**src/rtl/freq_div_ctrl.sv**
```systemverilog
// ---------------------------------------------------------------------------
// freq_div_ctrl
//
// Programmable clock-enable style frequency divider. A divide ratio N is
// written through a valid/ready port, and the block produces a divided
// square wave with floor(N/2) high cycles per N-cycle period. It also
// produces a one-cycle tick at the start of every period. Ratio changes made
// while dividing are staged and only take effect at a period boundary, so
// the output never shows a truncated or stretched period. A stop request
// lets the current period finish before the block returns to idle.
//
// Ports
//   clock      : single clock, all state changes on its rising edge
//   rst        : asynchronous active-low reset
//   cfg_valid  : divide-ratio write request
//   cfg_div    : requested divide ratio N (unsigned, WIDTH bits)
//   cfg_ready  : controller can accept cfg_div this cycle
//   start      : level request to begin or resume dividing
//   stop       : level request to end dividing at the next period boundary
//   div_out    : registered divided output
//   tick       : registered pulse on the first cycle of each div_out period
//   busy       : high whenever the controller is not idle
//   err        : registered pulse on a rejected ratio or a rejected start
// ---------------------------------------------------------------------------
module freq_div_ctrl #(
   parameter int WIDTH = 8
) (
   input  logic             clock,
   input  logic             rst,
   input  logic             cfg_valid,
   input  logic [WIDTH-1:0] cfg_div,
   output logic             cfg_ready,
   input  logic             start,
   input  logic             stop,
   output logic             div_out,
   output logic             tick,
   output logic             busy,
   output logic             err
);

   typedef enum logic [1:0] {
      IDLE     = 2'd0,
      RUN      = 2'd1,
      STOPPING = 2'd2
   } state_t;

   state_t           state_q, state_d;
   logic [WIDTH-1:0] activeDiv_q, activeDiv_d;
   logic [WIDTH-1:0] pendDiv_q, pendDiv_d;
   logic             pendVld_q, pendVld_d;
   logic [WIDTH-1:0] cnt_q, cnt_d;
   logic             divOut_q, divOut_d;
   logic             tick_q, tick_d;
   logic             err_q, err_d;

   logic             cfgAccept;
   logic             cfgBad;
   logic             wrap;

   // Handshake and period-boundary decode. While idle a write always lands
   // straight in the active ratio, so the port is always open; while
   // dividing only one staged ratio can be held, so the port closes until
   // that staged ratio has been consumed at a wrap.
   assign cfg_ready = (state_q == IDLE) || !pendVld_q;
   assign cfgAccept = cfg_valid && cfg_ready;
   assign cfgBad    = cfgAccept && (cfg_div < WIDTH'(2));
   assign wrap      = (state_q != IDLE) && (cnt_q == (activeDiv_q - WIDTH'(1)));

   assign busy      = (state_q != IDLE);
   assign div_out   = divOut_q;
   assign tick      = tick_q;
   assign err       = err_q;

   // Next-state computation for the controller. The outputs div_out and
   // tick are derived from the next counter and ratio values so that, once
   // registered, they line up with the counter in the same cycle: the first
   // RUN cycle shows cnt=0 together with div_out=1 and tick=1.
   // In STOPPING a fresh start wins over the wrap, so a resume requested
   // exactly on the boundary keeps the waveform going instead of dropping to
   // idle. A good write accepted on the final wrap into IDLE goes straight to
   // the active ratio, because no later wrap would ever promote it.
   always_comb begin
      state_d     = state_q;
      activeDiv_d = activeDiv_q;
      pendDiv_d   = pendDiv_q;
      pendVld_d   = pendVld_q;
      cnt_d       = cnt_q;
      err_d       = cfgBad;

      case (state_q)
         IDLE: begin
            cnt_d = '0;
            if (cfgAccept && !cfgBad) begin
               activeDiv_d = cfg_div;
            end
            if (start && !stop) begin
               if (activeDiv_q >= WIDTH'(2)) begin
                  state_d = RUN;
               end else begin
                  err_d = 1'b1;
               end
            end
         end

         RUN, STOPPING: begin
            cnt_d = wrap ? '0 : (cnt_q + WIDTH'(1));

            if (state_q == RUN) begin
               if (stop) begin
                  state_d = STOPPING;
               end
            end else if (start && !stop) begin
               state_d = RUN;
            end else if (wrap) begin
               state_d = IDLE;
            end

            if (wrap && pendVld_q) begin
               activeDiv_d = pendDiv_q;
               pendVld_d   = 1'b0;
            end

            if (cfgAccept && !cfgBad) begin
               if (wrap && (state_d == IDLE)) begin
                  activeDiv_d = cfg_div;
               end else begin
                  pendDiv_d = cfg_div;
                  pendVld_d = 1'b1;
               end
            end
         end

         default: begin
            state_d = IDLE;
            cnt_d   = '0;
         end
      endcase

      divOut_d = (state_d != IDLE) && (cnt_d < (activeDiv_d >> 1));
      tick_d   = (state_d != IDLE) && (cnt_d == '0);
   end

   // All controller state and the registered outputs. Reset is asynchronous
   // so an abort drops every output the moment rst goes low, and the ratio is
   // cleared so a fresh write is needed before the next start.
   always_ff @(posedge clock or negedge rst) begin
      if (!rst) begin
         state_q     <= IDLE;
         activeDiv_q <= '0;
         pendDiv_q   <= '0;
         pendVld_q   <= 1'b0;
         cnt_q       <= '0;
         divOut_q    <= 1'b0;
         tick_q      <= 1'b0;
         err_q       <= 1'b0;
      end else begin
         state_q     <= state_d;
         activeDiv_q <= activeDiv_d;
         pendDiv_q   <= pendDiv_d;
         pendVld_q   <= pendVld_d;
         cnt_q       <= cnt_d;
         divOut_q    <= divOut_d;
         tick_q      <= tick_d;
         err_q       <= err_d;
      end
   end

endmodule

```
**config.mk**
```make
export PLATFORM = sky130hd
export DESIGN_NAME = freq_div_ctrl
export DESIGN_NICKNAME = d
export VERILOG_FILES = /design/src/rtl/freq_div_ctrl.sv
export SDC_FILE = /design/constraint.sdc
export NUM_CORES = 1
export LEC_CHECK = 0
export CAP_MARGIN = 20
export CORE_MARGIN = 2
export CORE_UTILIZATION = 53
export CTS_CLUSTER_SIZE = 24
export DETAILED_ROUTE_END_ITERATION = 6
export PLACE_DENSITY = 0.76
export SYNTH_ARGS = -nofsm -noshare
export SYNTH_HDL_FRONTEND = slang
export SYNTH_SLANG_ARGS = --single-unit
```
**constraint.sdc**
```tcl
create_clock -name clock -period 3.92 [get_ports clock]
set_input_delay 0.784 -clock clock [delete_from_list [all_inputs] [get_ports clock]]
set_output_delay 0.784 -clock clock [all_outputs]
set_load 0.005 [all_outputs]
```
# --- After elaboration in Yosys (flattened, before gate mapping) ---
# Index checks and enable logic that the tools add are counted.
totals:
  in_bits: 13
  elab_cells: 62
  reg_bits: 30
op_classes:
  bitwise_logic: 1
  n_mux: 21
  n_reduce_logical: 22
  magnitude_cmp: 3
  n_addsub: 2
  n_eq_ne: 4
op_table:
  columns: ["operator", "n"]
  rows:
  - ["$mux 8", 6]
  - ["$pmux 8 s2", 1]
  - ["$mux 2", 7]
  - ["$logic_and 1x1->1", 9]
  - ["$add 8x1->8 const B", 1]
  - ["$eq 8x8->1", 1]
  - ["$ge 8x2->1 const B", 1]
  - ["$logic_not 8->1", 1]
  - ["$lt 8x2->1 const B", 1]
  - ["$lt 8x7->1", 1]
  - ["$sub 8x1->8 const B", 1]
  - ["$mux 1", 6]
  - ["$reduce_bool 2->1", 3]
  - ["$logic_not 2->1", 2]
  - ["$pmux 2 s2", 1]
  - ["$logic_not 1->1", 3]
  - ["$reduce_and 3->1", 1]
  - ["$eq 2x1->1 const B", 1]
  - ["$eq 2x2->1 const B", 1]
  - ["$ne 2x1->1 const B", 1]
  - ["$reduce_and 2->1", 1]
  - ["$reduce_or 2->1", 1]
  - ["$logic_or 1x1->1", 1]
  - ["$not 1->1", 1]

# --- Depth between registers and ports, before layout ---
# Gate-level depths: netlist (run 1).
logic_depth:
  depth_word: 14
  depth_mapped: 19
  ltp_nobuf: 17

# --- Least setup slack after synthesis (run 1) ---
# Ideal clock, no wire load.
synth_timing:
  kind: "flip-flop to flip-flop"
  startpoint: "register activeDiv_q[1]"
  endpoint: "register divOut_q, in the netlist div_out"
  stages_incl_launch_ff: 20
  required_ns: 3.825
  synth_period_minus_slack_ns: 3.856
  setup_time_ns: 0.095
  n_path_buf: 2
  arrival_time_ns: 3.761
  slack_ns: 0.064
  cell_sequence: "dfrtp_1 -> clkbuf_1 -> inv_1 -> ha_1 -> xor2_1 -> nor4b_4 -> a32oi_2 -> a2111oi_4 -> buf_4 -> nor2b_1 -> a221oi_2 -> o21a_1 -> ha_1 -> o21a_1 -> o21a_1 -> o211ai_1 -> a211o_1 -> a221oi_1 -> nor3b_1 -> nor4b_2"
synth_between:
  elab_chain_len: 14
  word_cells_on_any_way: 24
  cone_classes: "add/sub: 1; order compare: 2; eq/ne: 1; mux: 14; reduce/logical: 6"
synth_rtl:
  columns: ["item", "line", "rtl"]
  rows:
  - ["start: declaration", "48", "logic [WIDTH-1:0] activeDiv_q, activeDiv_d;"]
  - ["start signal: assignment", "158", "activeDiv_q <= activeDiv_d;"]
  - ["$sub 8x1->8", "67", "assign wrap = (state_q != IDLE) && (cnt_q == (activeDiv_q - WIDTH'(1)));"]
  - ["$eq 8x8->1", "67", null]
  - ["$logic_and 1x1->1", "67", null]
  - ["$mux 2", "114", "end else if (wrap) begin"]
  - ["$mux 2", "112", "end else if (start && !stop) begin"]
  - ["$mux 2", "108", "if (state_q == RUN) begin"]
  - ["$mux 2", "90", "case (state_q)"]
  - ["$logic_not 2->1", "124", "if (wrap && (state_d == IDLE)) begin"]
  - ["$logic_and 1x1->1", "124", null]
  - ["$mux 8", "124", null]
  - ["$mux 8", "123", "if (cfgAccept && !cfgBad) begin"]
  - ["$pmux 8 s2", "90", null]
  - ["$lt 8x7->1", "139", "divOut_d = (state_d != IDLE) && (cnt_d < (activeDiv_d >> 1));"]
  - ["$logic_and 1x1->1 *", "139", null]
  - ["net divOut_d", "52", "logic divOut_q, divOut_d;"]
  - ["end signal: assignment", "162", "divOut_q <= divOut_d;"]
  - ["end: declaration", "52", null]
# Mark *: on every way through the listed nets, which the timed path passes. The rest lies on a longest branch. The select of a mux whose other input is x is not followed.
# A chain may end at the register's enable or synchronous reset.

# --- Worst setup path after layout (run 1) ---
layout_timing:
  startpoint: "register activeDiv_q[0]"
  endpoint: "register divOut_q, in the netlist div_out"
# Same word-level chain as after synthesis.

==> results of run 1 <==
## power breakdown
part | leakage, µW | internal, µW | switching [µW] | total [µW]
Combinational | 0.000903 | 760 | 773 | 1530
Sequential | 0.000379 | 427 | 120 | 547
Clock | 0.0000472 | 141 | 130 | 271
## repair_timing
| action | CTS | global route |
|---|---|---|
| setup endpoints to repair | 1 | 1 |
| pin swaps | 2 | 11 |
| setup buffers | 0 | 10 |
| gates resized for setup | 3 | 16 |
| cloned | 0 | 0 |
## cell families (layout without fill, tap and decap cells)
kind of cell / count (synthesis) / after routing / share of synthesized area, %
adders and majority gates: 12 / 12 / 6.472
AOI/OAI and AO/OA: 75 / 75 / 24.76
buffers and inverters: 23 / 80 / 4.747
DFF: 30 / 30 / 32.36
and+or+nand+nor: 78 / 78 / 19.53
xor gates and xnor gates: 16 / 16 / 6.041
muxes: 10 / 10 / 6.095
## synth_stat cells, types with 7 or more instances
| library cell | count | area [µm²] |
|---|---|---|
| o21ai_0 | 15 | 75.07 |
| nand2_1 | 8 | 30.03 |
| dfrtp_1 | 30 | 750.7 |
| nor2_1 | 20 | 75.07 |
| nand2b_1 | 8 | 50.05 |
| nor2b_1 | 7 | 43.79 |
| inv_1 | 10 | 37.54 |
| nand3_1 | 7 | 35.03 |
| ha_1 | 12 | 150.1 |
| mux2_4 | 8 | 120.1 |
| a21oi_1 | 7 | 35.03 |
| xnor2_1 | 10 | 87.58 |
| o21a_1 | 9 | 67.56 |
## per-layer routing
metal | global-route usage [%] | share of wire, % | up-vias | routed length, µm
met4 | 13.68 | 5.5 | 0 | 349
met2 | 39.26 | 47 | 79 | 2992
li1 | - | - | 1018 | -
met3 | 5.339 | 5.3 | 28 | 335
met1 | 32.47 | 42 | 1004 | 2623
met5 | 0 | 0 | - | 0
## flip-flops by register name (all words and copies together) (netlist names)
signal       count
div_out          1
cnt_q            8
pendVld_q        1
state_q          2
activeDiv_q      8
err              1
pendDiv_q        8
tick             1
## final timing paths
| check | end | from | cells past startpoint |
|---|---|---|---|
| setup / recovery | div_out | activeDiv_q[0] | 17 |
| hold / removal | pendDiv_q[5] | pendDiv_q[5] | 1 |
| setup reg to reg | div_out | activeDiv_q[0] | 17 |
| hold reg to reg | pendDiv_q[5] | pendDiv_q[5] | 1 |
| max in group asynchronous | activeDiv_q[2] | rst | 2 |
| min in group asynchronous | pendDiv_q[7] | rst | 2 |
## through the flow
step	total power (µW)	hold slack [ps]	worst slack [ps]	area, µm²
floorplan	1492	474.2	63.89	2320
global placement	1912	498.9	-248.0	2758
detailed placement	1942	489.3	-302.0	2758
CTS	2240	516.4	2.742	2863
global route	2523	540.7	-171.2	2994
finish	2351	522.3	22.66	2994
## worst max-delay path, stage by stage, from the launching register on
cell       delay (ps)
dfrtp_1           410
inv_2              90
ha_4              210
xnor2_1           120
nor3_1            230
o211ai_1          240
a2111oi_4         410
clkbuf_16         220
buf_2             190
nor2b_1            60
a221oi_1          380
o21a_1            250
ha_1              150
o211ai_1          100
a211o_1           250
a221oi_2          180
nor3b_2           230
nor4b_2            60
## cell type report
| cell class | instances | area share [%] |
|---|---|---|
| multi-input combinational | 191 | 50.48 |
| timing repair buffer | 62 | 17.80 |
| inverter | 10 | 1.254 |
| clock buffer | 6 | 2.758 |
| sequential | 30 | 25.11 |
| tap | 52 | 2.173 |
| clock inverter | 2 | 0.4179 |
==> out/metrics.cfg, run 1 <==
[run_status]
status=complete, no violations

[layout]
fin_cells=353
final_cell_mix=buf_4, dfrtp_1, nor2_1
seqCellArea_um2=752.0
layout-drive-gt1-share_pct=27.57
nFillCells=347
layout_commonest_cell=buf_4
fin_nets=325
syn_to_final_growth_pct=29.07
final_core_util_pct=69.73
multiInputGateArea_mm2=0.001511
n_antenna_cell=0

[sta]
period_share_pct=99.42
finalWorstPathRequiredPeriod_ps=3897
worst_slew_pin_slew_ps=584.1
setup_tns_ps=0
setup_viol=0
hold_violations=0
fmax_ghz=0.2566
skew_ps=10.85
drv_slew=0
slew_headroom_pct=61.06

[placed_design]
place_inst=335
gp_congestion=0.9380
portBuffers=17
dp_hpwl_um=4388

[cts]
root_buffer=clkbuf_8
cts_buffers=5
worstSkewPairLatency_ps=290
cts_buffer_depth=2
cts.clk_slew.worst_paths_ps=80
cts-htree-levels=2
cts.sinks=30
cts_tree=yes
postCtsHoldBufs=0

[die]
die_h_um=70.16
die_x_um=70.16
rows=24
ios=18
initial_utilization_pct=54.02
core_area_mm2=0.004294
die_area_mm2=0.004922

[detailed_routing]
drc=0
firstDrtPassIters=4
vias=2129
drtIter0Drc=124
avgViaCountPerCell=6.031
drt_wl_total_um=6300
wire_per_inst_um=17.85
detail-route-antenna-nets=0

[power]
p_leak_uw=0.001329
p_per_area_mw_per_mm2=785.1
ir_worst_vdd_v=0.0004020

[critical_path]
critical_path.startpoint_type=flip-flop
crit_fanout=7
rrSetupSlack_ps=20
critPathKind=flip-flop to flip-flop
cp.required_ps=4080
critPathCaptureType=flip-flop
cp.arrival_ps=4060

[grt]
gr-total-overflow=0
track_usage_pct=25.13
grt_pass1_wl_um=9618
antenna_found_initial=0
grt_pass1_vias=1998
grt_max_degree=31

[yosys]
syn-mean-instance-area_um2=9.507
ys.warnings.count=0
synth_edf_count=0
async_flop_share_pct=100.0
synth.distinct_cells=52
syn_inst=244
ys.flop_type=dfrtp_1
ys_seq_area_share_pct=32.36
synth_fp_nets=269
ys_seq_elements=30
syn_area_mm2=0.002320

[min_path]
hold_path.class=flip-flop to flip-flop

[job]
cap_violations=0

(Power assumes the default switching activity.)
==> inputs of run 2 (changes only) <==
Settings changed: SKIP_LAST_GASP set to 1, SLEW_MARGIN set to 0.
==> results of run 2 <==
Same layout as run 1: the final DEF is identical, and so are final timing and power.
==> inputs of run 3 (changes only) <==
Settings changed: ABC_AREA set to 0, HOLD_SLACK_MARGIN set to 0.12.
==> results of run 3 <==
Same layout as run 1: the final DEF is identical, and so are final timing and power.
